[src/rtl/seq_shr.sv]
// seq_shr: multi-cycle right shifter, one bit position per clock.
// Logical or arithmetic fill, shift count saturated at DATAWIDTH.
module seq_shr #(
  parameter int DATAWIDTH = 8
) (
  input  logic                 Clk,
  input  logic                 Rst,
  input  logic                 start,
  input  logic                 arith,
  input  logic [DATAWIDTH-1:0] a,
  input  logic [DATAWIDTH-1:0] sh_amt,
  output logic [DATAWIDTH-1:0] d,
  output logic                 busy,
  output logic                 done
);

  localparam int CW = $clog2(DATAWIDTH + 1);
  localparam logic [CW-1:0] CNT_MAX = CW'(DATAWIDTH);

  typedef enum logic [1:0] {
    IDLE,
    SHIFT,
    DONE
  } state_t;

  state_t               state;
  logic [DATAWIDTH-1:0] work;
  logic                 fill;
  logic [CW-1:0]        cnt;
  logic [CW-1:0]        cnt_init;
  logic                 sat;

  // Clamp the requested amount so latency never exceeds DATAWIDTH+2
  always_comb begin
    sat      = ({1'b0, sh_amt} >= (DATAWIDTH + 1)'(DATAWIDTH));
    cnt_init = sat ? CNT_MAX : sh_amt[CW-1:0];
  end

  // Control FSM with registered busy/done and result register
  always_ff @(posedge Clk) begin
    if (Rst) begin
      state <= IDLE;
      work  <= '0;
      fill  <= 1'b0;
      cnt   <= '0;
      d     <= '0;
      busy  <= 1'b0;
      done  <= 1'b0;
    end else begin
      unique case (state)
        IDLE, DONE: begin
          done <= 1'b0;
          if (start) begin
            work  <= a;
            fill  <= arith & a[DATAWIDTH-1];
            cnt   <= cnt_init;
            busy  <= 1'b1;
            state <= SHIFT;
          end else begin
            busy  <= 1'b0;
            state <= IDLE;
          end
        end
        SHIFT: begin
          if (cnt != '0) begin
            work <= {fill, work[DATAWIDTH-1:1]};
            cnt  <= cnt - 1'b1;
          end else begin
            d     <= work;
            busy  <= 1'b0;
            done  <= 1'b1;
            state <= DONE;
          end
        end
        default: begin
          busy  <= 1'b0;
          done  <= 1'b0;
          state <= IDLE;
        end
      endcase
    end
  end

endmodule

[config.mk]
export PLATFORM = sky130hd
export DESIGN_NAME = seq_shr
export DESIGN_NICKNAME = d
export VERILOG_FILES = /design/src/rtl/seq_shr.sv
export SDC_FILE = /design/constraint.sdc
export NUM_CORES = 1
export LEC_CHECK = 0
export BUFFER_PORTS_ARGS = -buffer_cell sky130_fd_sc_hd__buf_2
export CAP_MARGIN = 20
export CORE_UTILIZATION = 44
export DETAILED_ROUTE_END_ITERATION = 10
export PLACE_DENSITY = 0.69
export SLEW_MARGIN = 20
export SYNTH_ARGS = -nofsm -noshare
export SYNTH_HDL_FRONTEND = slang
export SYNTH_SLANG_ARGS = --single-unit
[constraint.sdc]
create_clock -name Clk -period 2.4 [get_ports Clk]
set_input_delay 0.24 -clock Clk [delete_from_list [all_inputs] [get_ports Clk]]
set_output_delay 0.24 -clock Clk [all_outputs]
set_load 0.01 [all_outputs]
# Word level (Yosys, flattened, before mapping)
# Index checks and enable logic that the tools add are counted.
# word_totals
output_inout_bits	10
elab_cells	38
input_bits	20
regBits	25
# op_classes
addsub	1
n_eq_ne	5
n_reduce_logical	8
n_lt_le_gt_ge	1
bitwise	3
n_mux	13
# ops
cell	count
$mux W8	2
$pmux W8 S2	1
$mux W4	3
$ge A8 B4 Y1 const B	1
$pmux W4 S2	1
$ne A2 B2 Y1 const B	3
$pmux W2 S2	1
$reduce_and A2 Y1	2
$reduce_bool A4 Y1	1
$reduce_or A2 Y1	2
$sub A4 B1 Y4 const B	1
$mux W1	3
$reduce_and A3 Y1	1
$eq A2 B1 Y1 const B	1
$eq A2 B2 Y1 const B	1
$logic_not A2 Y1	1
$mux W2	1
$not A1 Y1	2
$pmux W1 S2	1
$reduce_bool A2 Y1	1
$and A1 B1 Y1	1

# Longest topological paths before layout
# logic_depth
word_depth	4
mapped_depth	7
mapped_depth_nobuf	6

# Worst setup path after synthesis
# Ideal clock, no wire load.
# synth_path
kind	reg-to-reg
from	reg cnt[0]
to	reg cnt[3]
synth_period_minus_slack_ns	1.408
stages_incl_launch_ff	8
t_arrival_ns	1.321
path_slack_ns	0.992
t_required_ns	2.314
path_buffers	1
setup_time_ns	0.086
cell_sequence	dfxtp_1 -> inv_1 -> ha_1 -> nor3b_2 -> o21ai_1 -> buf_2 -> o21ai_1 -> a221oi_2
# synth_between
elab_chain_cells	3
elab_cells_between_ends	6
cone_classes	1 x add/sub; 1 x eq/ne; 2 x mux; 2 x reduce/logical
# synth_rtl
element	line_no	rtl
start: declaration	29	logic [CW-1:0] cnt;
start signal: assignment	56	cnt <= cnt_init;
start signal: assignment	67	cnt <= cnt - 1'b1;
$sub A4 B1 Y4 or $reduce_bool A4 Y1 (tied branches)	67, 65	
$mux W4 or $ne A2 B2 Y1 (tied branches)	--	
$pmux W4 S2 or $reduce_and A3 Y1 (tied branches)	--	
# Parallel ways exist; a longest one is shown, timed or not. The select of a mux whose other input is x is not followed.
# A chain may end at the register's enable or synchronous reset.

# Worst setup path after layout
# Same ends and word-level chain as after synthesis.

==> flow_metrics.py <==
metrics = {
    "outcome": {
        "outcome": "finished, final reports clean",
    },
    "timing": {
        "hold_viol_final": 0,
        "tns_ps": 0,
        "maxSlewViolCount": 0,
        "fin_ws_ps": 614,
        "whs_ps": 175,
        "max_slew.worst_pin.slew_ps": 615,
        "fin_crit_ps": 1790,
        "timing.final.crit_share_pct": 74.4,
        "fmax_ghz": 0.560,
        "fin_skew_ps": 2.43,
        "setup_violations": 0,
        "relSlewSlack_pct": 59.0,
        "rsz0062_at_grt": "no",
    },
    "logic_synthesis": {
        "syn-cell-area_um2": 1090,
        "synth_cell_types": 29,
        "seq_area_frac_synth_pct": 46.0,
        "yosys_warnings": 0,
        "synthCells": 127,
        "syn_area_per_cell_um2": 8.57,
        "syn_nets": 149,
        "synth.ff_latch_count": 25,
    },
    "clock_network": {
        "clk_pin_slew_ps": 130,
        "cts_resized": 0,
        "post_cts_buffers": 0,
        "cts_root_buf": "clkbuf_4",
        "cts_inserted_buffers": 3,
        "clk_latency_ps": 310,
        "numClockSinks": 25,
        "htree_levels": 1,
        "cts_hold_buf": 0,
        "max-clock-path-buffers": 2,
        "tritoncts": "done",
    },
    "final_layout": {
        "layout_commonest_cell": "buf_2",
        "syn2layout_area_growth_pct": 16.9,
        "drive_gt1_share_pct": 26.0,
        "nets": 177,
        "final_cell_mix": "buf_2 (29), nand2_1 (26), dfxtp_1 (25), nor2_1 (13), a21oi_1 (10)",
        "antennaDiodeCount": 0,
        "fillers": 220,
    },
    "pwr": {
        "p_leak_nw": 0.518,
        "total_power_w": 0.000867,
        "peakVddDrop_mv": 0.478,
        "p_per_area_nw_per_um2": 682,
    },
    "placed_design": {
        "post-place-ws_ps": 647,
        "gp_congestion": 0.758,
        "port_buffers": 29,
        "dp_hpwl_um": 1620,
    },
    "setup_path": {
        "crit_buf_inv": 3,
        "critPathMaxStageDelay_ps": 380,
        "critical_path.top_delay_family": "buffers and inverters",
        "crit_fanout": 20,
        "critPathRequiredTime_ps": 2640,
        "worstPathArrival_ps": 2030,
        "cp-start-kind": "flop",
        "path_class": "reg -> reg",
        "r2r_slack_ps": 610,
        "worstPathCellList": "inv_1 > ha_1 > nor3b_2 > buf_4 > o21ai_1 > buf_4 > o21ai_1 > a221oi_2",
        "end_kind": "flop",
        "crit_slowest_cell": "dfxtp_1",
    },
    "grt": {
        "grt-ovfl-total": 0,
        "grt_pass1_wl_um": 3680,
        "grt_pass1_vias": 835,
        "grt_start_max_net_pins": 26,
        "antenna_found_initial": 0,
        "gr-usage-all-layers_pct": 18.6,
    },
    "routing": {
        "wirelength_um": 2320,
        "drcViolationCount": 0,
        "drtIter0Drc": 16,
        "vias": 990,
        "dr.pass1.iters": 4,
        "viasPerCell": 5.44,
        "routed.top_layer": "met4",
        "route.antenna.remaining_nets": 0,
        "wl_met3_um": 126,
        "routedWlPerCell_um": 12.8,
        "met1_length_um": 1080,
        "met2WireLength_um": 1100,
    },
    "floorplan": {
        "rows": 17,
        "die_y_um": 51.7,
        "die_area_um2": 2680,
        "start_util_pct": 47.8,
        "die_w_um": 51.7,
        "pin_count": 30,
        "core-area_um2": 2280,
    },
    "hold_path": {
        "hold_path.class": "in -> reg",
    },
    "job": {
        "max-cap-violations": 0,
    },
}
## path summary, 6_finish.rpt
check | from | end | cells after the start
setup / recovery | cnt[0]$_SDFFE_PP0P_ | cnt[3]$_SDFFE_PP0P_ | 8
hold / removal | a[1] | work[1]$_SDFFE_PP0P_ | 3
setup reg to reg | cnt[0]$_SDFFE_PP0P_ | cnt[3]$_SDFFE_PP0P_ | 8
hold reg to reg | d[0]$_SDFFE_PP0P_ | d[0]$_SDFFE_PP0P_ | 2
## per-layer routing
layer  global-route usage (%)  vias up
met3                     6.43        2
li1                         -      504
met4                     4.95        0
met2                     29.0       31
met5                        0        -
met1                     24.4      453
## area by class of cell
| cell class | instances | area [um2] | area share (%) |
|---|---|---|---|
| clock buffer | 4 | 26.3 | 2.06 |
| sequential | 25 | 500 | 39.3 |
| multi-input combinational | 90 | 532 | 41.8 |
| timing repair buffer | 32 | 168 | 13.2 |
| inverter | 3 | 11.3 | 0.885 |
| tap | 28 | 35.0 | 2.75 |
## cell usage after synthesis
library cell  number  area [um2]
nand2_1           26        97.6
dfxtp_1           25         500
nor2_1            13        48.8
a21oi_1           10        50.1
a311oi_1           8        70.1
nand3_1            8        40.0
clkbuf_1           4        15.0
buf_2              3        15.0
inv_1              3        11.3
a211oi_1           2        15.0
buf_4              2        15.0
ha_1               2        25.0
nand2b_1           2        12.5
nor3_1             2        10.0
nor3b_1            2        15.0
o21ai_1            2        10.0
a211oi_2           1        12.5
a221oi_2           1        15.0
a22oi_1            1        7.51
a31o_1             1        8.76
and2b_1            1        7.51
nand3b_1           1        7.51
nand4b_1           1        8.76
nor3b_2            1        12.5
nor4_4             1        21.3
o21a_1             1        7.51
o31a_1             1        8.76
o32ai_1            1        8.76
or3_4              1        11.3
## worst reg2reg max path: cells and delay by family (launching register included)
family	cells	cell delay [ps]
AO/OA/AOI/OAI	3	470
buffers and inverters	3	530
adder cells (fa/ha/maj)	1	190
flip-flops	1	380
AND/OR/NAND/NOR	1	160
## power by group
group          leakage (nW)  internal, W  total [W]  switching [W]
clock network        0.0150    0.0000650   0.000186       0.000121
registers             0.205     0.000453   0.000478      0.0000250
logic                 0.298    0.0000812   0.000203       0.000122
## through the flow
| stage | util, % | instances | instance area [um2] |
|---|---|---|---|
| finish | 55.9 | 182 | 1270 |
| global route | 55.9 | 182 | 1270 |
| CTS | 55.9 | 182 | 1270 |
| detailed placement | 54.8 | 178 | 1250 |
| global placement | 54.8 | 178 | 1250 |
| floorplan | - | 127 | 1090 |
## cell families after synthesis
logic type / share of synthesized area (%)
flip-flops: 46.0
AND/OR/NAND/NOR: 26.9
adder cells (fa/ha/maj): 2.30
AO/OA/AOI/OAI: 19.7
buffers and inverters: 5.17
## flip-flops by register name (all words and copies together) (netlist names)
signal and cells:
fill 1, state 2, d 8, busy 1, cnt 4, done 1, work 8
Note: power is estimated with default switching activity, not from simulation.
